$ cat src/rtl/pwm_switch_array.sv
// CH-channel set/clear PWM with shared tick prescaler and shadow config that commits at each wrap.
// Latency: pwm/wrap/cnt register on the ticking edge; no backpressure, writes always accepted.
module pwm_switch_array #(
  parameter int CH = 4,
  parameter int CW = 7,
  parameter int PW = 8,
  localparam int AW = (CH > 1) ? $clog2(CH) : 1
) (
  input  logic             clk_i,
  input  logic             rst_ni,
  input  logic             en_i,
  input  logic [PW-1:0]    prescale_i,
  input  logic [CH-1:0]    ch_en_i,
  input  logic             wr_en_i,
  input  logic [AW-1:0]    wr_ch_i,
  input  logic [CW-1:0]    wr_period_i,
  input  logic [CW-1:0]    wr_set_i,
  input  logic [CW-1:0]    wr_clr_i,
  output logic             tick_o,
  output logic [CH-1:0]    pwm_o,
  output logic [CH-1:0]    wrap_o,
  output logic [CH*CW-1:0] cnt_o
);

  typedef struct packed {
    logic [CW-1:0] per;
    logic [CW-1:0] set;
    logic [CW-1:0] clr;
  } cfg_t;

  logic [PW-1:0] pcnt_q, pcnt_d;
  logic [CW-1:0] cnt_q [CH];
  logic [CW-1:0] cnt_d [CH];
  cfg_t          sh_q  [CH];
  cfg_t          sh_d  [CH];
  cfg_t          ac_q  [CH];
  cfg_t          ac_d  [CH];
  logic [CH-1:0] pwm_q, pwm_d;
  logic [CH-1:0] wrap_q, wrap_d;
  logic [CW-1:0] nxt;
  cfg_t          eff;

  always_comb begin
    tick_o = en_i && (pcnt_q == prescale_i);
    pcnt_d = pcnt_q;
    if (en_i) begin
      // A prescale lowered below pcnt lets pcnt run on to its natural rollover.
      pcnt_d = tick_o ? '0 : pcnt_q + 1'b1;
    end
    pwm_d  = pwm_q;
    wrap_d = '0;
    nxt    = '0;
    eff    = '0;
    for (int i = 0; i < CH; i++) begin
      sh_d[i]  = sh_q[i];
      ac_d[i]  = ac_q[i];
      cnt_d[i] = cnt_q[i];
      if (wr_en_i && (int'(wr_ch_i) == i)) begin
        sh_d[i] = {wr_period_i, wr_set_i, wr_clr_i};
      end
      if (!ch_en_i[i]) begin
        ac_d[i]  = sh_q[i];
        cnt_d[i] = '0;
        pwm_d[i] = 1'b0;
      end else if (tick_o) begin
        eff = ac_q[i];
        if (cnt_q[i] == ac_q[i].per) begin
          nxt       = '0;
          wrap_d[i] = 1'b1;
          eff       = sh_q[i];
          ac_d[i]   = sh_q[i];
        end else begin
          nxt = cnt_q[i] + 1'b1;
        end
        cnt_d[i] = nxt;
        // Clear has priority so set==clr keeps the line low.
        if ((nxt == eff.clr) && (eff.clr <= eff.per)) begin
          pwm_d[i] = 1'b0;
        end else if ((nxt == eff.set) && (eff.set <= eff.per)) begin
          pwm_d[i] = 1'b1;
        end
      end
    end
  end

  always_ff @(posedge clk_i or negedge rst_ni) begin
    if (!rst_ni) begin
      pcnt_q <= '0;
      pwm_q  <= '0;
      wrap_q <= '0;
      for (int i = 0; i < CH; i++) begin
        cnt_q[i] <= '0;
        sh_q[i]  <= '0;
        ac_q[i]  <= '0;
      end
    end else begin
      pcnt_q <= pcnt_d;
      pwm_q  <= pwm_d;
      wrap_q <= wrap_d;
      for (int i = 0; i < CH; i++) begin
        cnt_q[i] <= cnt_d[i];
        sh_q[i]  <= sh_d[i];
        ac_q[i]  <= ac_d[i];
      end
    end
  end

  always_comb begin
    cnt_o = '0;
    for (int i = 0; i < CH; i++) begin
      cnt_o[i*CW +: CW] = cnt_q[i];
    end
  end

  assign pwm_o  = pwm_q;
  assign wrap_o = wrap_q;

endmodule

$ cat config.mk
export PLATFORM = sky130hd
export DESIGN_NAME = pwm_switch_array
export DESIGN_NICKNAME = d
export VERILOG_FILES = /design/src/rtl/pwm_switch_array.sv
export SDC_FILE = /design/constraint.sdc
export NUM_CORES = 1
export LEC_CHECK = 0
export BUFFER_PORTS_ARGS = -buffer_cell sky130_fd_sc_hd__buf_2
export CAP_MARGIN = 20
export CORE_UTILIZATION = 60
export CTS_CLUSTER_DIAMETER = 80
export DETAILED_ROUTE_END_ITERATION = 16
export PLACE_DENSITY = 0.79
export SETUP_SLACK_MARGIN = 0.15
export SYNTH_ARGS = -nofsm -noshare
export SYNTH_HDL_FRONTEND = slang
export SYNTH_SLANG_ARGS = --single-unit
$ cat constraint.sdc
create_clock -name clk_i -period 9.1 [get_ports clk_i]
set_input_delay 1.365 -clock clk_i [delete_from_list [all_inputs] [get_ports clk_i]]
set_output_delay 1.365 -clock clk_i [all_outputs]
set_load 0.01 [all_outputs]
# Yosys cells after proc, flatten, opt, wreduce, memory -nomap -nowiden
# Cells that the tools add are included.
# totals
ff_bits	212
input_bits	39
out_inout_bits	37
elab_cells	154
# classes
add_sub_neg	5
magnitude_cmp	8
eq_ne	24
muxes	65
n_reduce_logical	18
# op_table
operator	n
21-bit 2-to-1 mux	16
7-bit 2-to-1 mux	20
7-bit == test	12
7-bit less-or-equal comparator	8
7-bit by 1-bit adder with 7-bit output (second input constant)	4
1-bit 2-to-1 mux	28
1-bit logical AND	13
3-bit by 1-bit inequality test with 1-bit output (second input constant)	4
8-bit by 1-bit adder with 8-bit output (second input constant)	1
8-bit == test	1
8-bit 2-to-1 mux	1
2-bit by 1-bit inequality test with 1-bit output (second input constant)	4
2-bit AND reduction	4
2-bit == test (second input constant)	2
2-bit by 1-bit == test with 1-bit output (second input constant)	1
2-bit zero test	1

# Logic depth before layout (Yosys ltp)
# depth
depth_word	10
ltp_mapped	17
depth_no_buf	13

# Worst setup path after synthesis
# No wires, ideal clock.
# synth_timing
path_type	register -> register
start	register cnt_q, in the netlist cnt_o[7]
end	register pwm_q[1], in the netlist pwm_o[1]
setup_ns	0.120
arrival_time_ns	3.848
required_time_ns	8.980
path_slack_ns	5.132
stages_incl_launch_ff	17
path_buffers	4
synth_period_minus_slack_ns	3.968
path_cell_list	dfrtp_1 > buf_4 > xnor2_1 > nand4_1 > nor4_4 > buf_4 > buf_2 > buf_2 > mux2_2 > ha_1 > maj3_1 > maj3_1 > mux2i_1 > nand4_1 > a32o_1 > a31o_1 > and3_1
# synth_between
elab_chain_cells	9
elab_cells_between_ends	19
classes_between	1 x add/sub; 2 x order compare; 4 x eq/ne; 9 x mux; 3 x reduce/logical
# synth_rtl
element	line_no	source
start: declaration	32	logic [CW-1:0] cnt_q [CH];
start signal: indexed assignment	101	cnt_q[i] <= cnt_d[i];
7-bit by 1-bit adder with 7-bit output / 7-bit == test (equally long branches)	73, 67	
7-bit 2-to-1 mux / 21-bit 2-to-1 mux (equally long branches) (2 in series)	n/a	
7-bit 2-to-1 mux / 21-bit 2-to-1 mux (equally long branches)	61	if (!ch_en_i[i]) begin
7-bit == test / 7-bit less-or-equal comparator (equally long branches)	77	if ((nxt == eff.clr) && (eff.clr <= eff.per)) begin
1-bit logical AND	77	
1-bit 2-to-1 mux	77	
1-bit 2-to-1 mux	65	end else if (tick_o) begin
1-bit 2-to-1 mux	61	
end signal: assignment	98	pwm_q <= pwm_d;
end: declaration	38	logic [CH-1:0] pwm_q, pwm_d;
# Parallel ways exist; a longest one is shown, timed or not. The select of a mux whose other input is x is not followed.
# A chain may end at the register's enable or synchronous reset.

# Worst setup path after layout
# layout_timing
start	input port prescale_i[3]
end	output port tick_o
# layout_between
elab_chain_cells	2
# layout_rtl
element	line_no	source
start: declaration	12	input logic [PW-1:0] prescale_i,
8-bit == test	44	tick_o = en_i && (pcnt_q == prescale_i);
1-bit logical AND	44	
end: declaration	19	output logic tick_o,
# No other way between the ends.

==> summary.md <==
| Metric | Value |
|---|---|
| Crit path top cell by count | buf_2 |
| Distinct cells, synth | about 70 |
| Io pins | 76 |
| Die height | 149 um |
| Total track usage | 0.286 |
| CTS tree | built |
| Antenna diode count | 0 |
| Number of CTS-inserted buffers | 23 |
| Synth Area in Compound Gates | 0.0787 |
| Slew @ Worst Pin | 1.08 ns |
| Switch share | 0.326 |
| Final min period | approximately 4.4 ns |
| Yosys reg bits | around 210 |
| Die area | 0.0221 sq mm |
| Grt ovf | 0 |
| Multiplexer share of the synthesized area | 0.164 |
| Routed Antenna Nets | 0 |
| Number of global-route vias before repair | 9096 |
| Layout area overhead | 9.50% |
| Placed Instances | 1511 |
| Part of the cycle the worst path needs | 0.480 |
| Postcts setup bufs | 0 |
| Remaining DRCs | 0 |
| Post_cts resized | 0 |
| PwrDens | 219 mW/mm^2 |
| Fmax | approximately 230 MHz |
| Post-synth EDFFs | 0 |
| Critical Path, Cell by Cell | buf_2 -> xnor2_1 -> nand4_1 -> nor3_2 -> buf_2 |
| Delay-heaviest family, CP | simple AND/OR/NAND/NOR gates |
| Worst setup SP type | primary input |
| Clock Tree Root | clkbuf_16 |
| Number of H-tree levels | 1 |
| Via count | 9393 |
| Pin count of the biggest net entering global routing | 88 |
| Global-route wire length before repair | 49400 um |
| Largest area contributor in the netlist | dfrtp_1 |
| Crit path DAT | 3.00 ns |
| Hold Path Depth | 1 |
| Setup WS pre-CTS | 4.77 ns |
| Post-DP HPWL | 21500 um |
| Max-cap violation count | 0 |
| Share of flip-flops with an asynchronous set or reset | 1.00 |
| Post-synthesis sequential area ratio | 0.411 |
| Share of power burned in registers | 0.439 |
| Worst-path clk slew | roughly 0.06 ns |
| R2r worst-path depth | 13 |
| Synthesized instance count | 1224 |
| Tot Pwr | 3.10 mW |
| Routed len/inst | 20.0 um |
| Initial core utilization | 0.613 |
| DIE WIDTH | around 150 um |
| Main flop type after synthesis | dfrtp_1 |
| Unrepaired setup endpoints after global routing | no |
| XOR/XNOR Fraction of Synth Area | 0.116 |
| Layout cells sized above 1 | 0.234 |
| Clock share of power | 0.295 |
| Critical path class | primary input to output pin |
| Slew Limit Fails | 0 |
| Crit-path max cell delay | 0.90 ns |
| Layout Nets | 1332 |
| Hold Worst Slack | 0.533 ns |
| P_int | around 2.1 mW |
| Post-Syn Area | approximately 0.013 sq mm |
| Largest family of logic cells by synthesized area | multiplexers |
| Post-Synth Simple-Gate Area | 0.133 |
| Req. time, crit path | approximately 7.7 ns |
| Util after Layout | 0.671 |
| DRT iter0 DRCs | 635 |
| CP max FO | 10 |
| IO Port Bufs | 75 |
| Site Rows | between 50 and 60 |
| Fin. Hold Viols | 0 |
| Placed Area | between 0.01 and 0.015 sq mm |
| Worst VDD drop | 147 uV |
| Synth Area per Inst | around 11 sq um |
| Final WS setup | ~4.7 ns |
| Max transition margin | 0.276 |
| Commonest cells after routing, fill and taps aside | dfrtp_1, mux2_2, nand2_1 |
| Core footprint | 0.0211 sq mm |
| Sw Pwr | ~1.0 mW |
| Final wirelength | 31000 um |
| Comb power frac | 0.266 |
| Fin Setup TNS | 0 ns |
| Crit. End Element | output pin |
| Fin Clk Skew | 0.00705 ns |
| Slowest CP cell | nor3_2 |
| Final setup viols | 0 |
| Non-filler cells, final | approximately 1600 |
| Design area | 0.0141 sq mm |
| Crit path buf inv count | 2 |
| Syn Nets | 1292 |
| Warnings, synthesis | 0 |
| Synth Area in Adders | 0.0552 |
| Initial antenna violation count | 1 |
| Synth top area share | 0.411 |
| DR pass1 iterations | 5 |
| Cts hold-fix bufs | 0 |
| Hold Crit Class | flip-flop to flip-flop |
| Vias per std cell | 6.05 |
| Clk buf depth | 3 |
| Clock sink count | 212 |
| Most common cell after layout, fill and taps aside | dfrtp_1 |
| Worst skew pair latency | approximately 0.52 ns |
| Status | complete, no violations |
| GPL Wtd Cong | 0.922 |
| Leak pwr | 6.04 nW |
| Worst path depth | 5 |
| Dominant cells by area after synthesis | dfrtp_1, mux2_2, xnor2_1, xor2_1, ha_1 |
## worst paths after layout
check | start | to | slack, ns
worst max-delay path | prescale_i[3] | tick_o | 4.73
worst min-delay path | sh_q[62] | ac_q[62] | 0.53
worst max register to register | cnt_o[16] | pwm_o[2] | 5.17
worst min register to register | sh_q[62] | ac_q[62] | 0.53
max in group asynchronous | rst_ni | ac_q[50] | 6.92
min in group asynchronous | rst_ni | cnt_o[23] | 0.85
## synth_stat cells (all sizes together) (29+ instances only)
library cell  number
dfrtp            212
mux2             159
nand2             95
xnor2             89
xor2              78
o21ai             54
buf               51
inv               44
nor2              39
maj3              35
nor3              34
mux2i             33
ha                29
nand3             29
## metal layers
layer / up-vias / routed length [um] / track usage
met5: - / 0 / 0
met4: 0 / 1120 / 0.115
met3: 66 / 1470 / 0.0349
met2: 298 / 14200 / 0.448
met1: 4639 / 14200 / 0.404
li1: 4390 / - / -
## cells by family (layout without fill, tap and decap cells)
group / Yosys count / in the layout
muxes: 192 / 192
adders and majority gates: 64 / 64
AOI/OAI and AO/OA: 152 / 152
buffers and inverters: 118 / 171
and+or+nand+nor: 319 / 319
DFF: 212 / 212
xor gates and xnor gates: 167 / 167
## power groups by stage
stage / combinational (mW) / sequential (mW) / clock [mW]
floorplan: 0.707 / 1.25 / 0
global placement: 0.789 / 1.36 / 0
detailed placement: 0.811 / 1.37 / 0
CTS: 0.818 / 1.35 / 0.930
global route: 0.912 / 1.38 / 0.968
finish: 0.823 / 1.36 / 0.914
## area by class of cell
class	count	area [sq um]
clock inverter	3	18.8
tap	275	344
inverter	44	165
clock buffer	35	721
timing repair buffer	89	513
sequential	212	5310
fill	1641	6940
multi-input combinational	894	7080
## sequential cells by signal (all words and copies together) (netlist names)
signal / count
pcnt_q: 8
pwm_o: 4
wrap_o: 4
sh_q: 84
ac_q: 84
cnt_o: 28
Power figures use the tool's default switching activity.
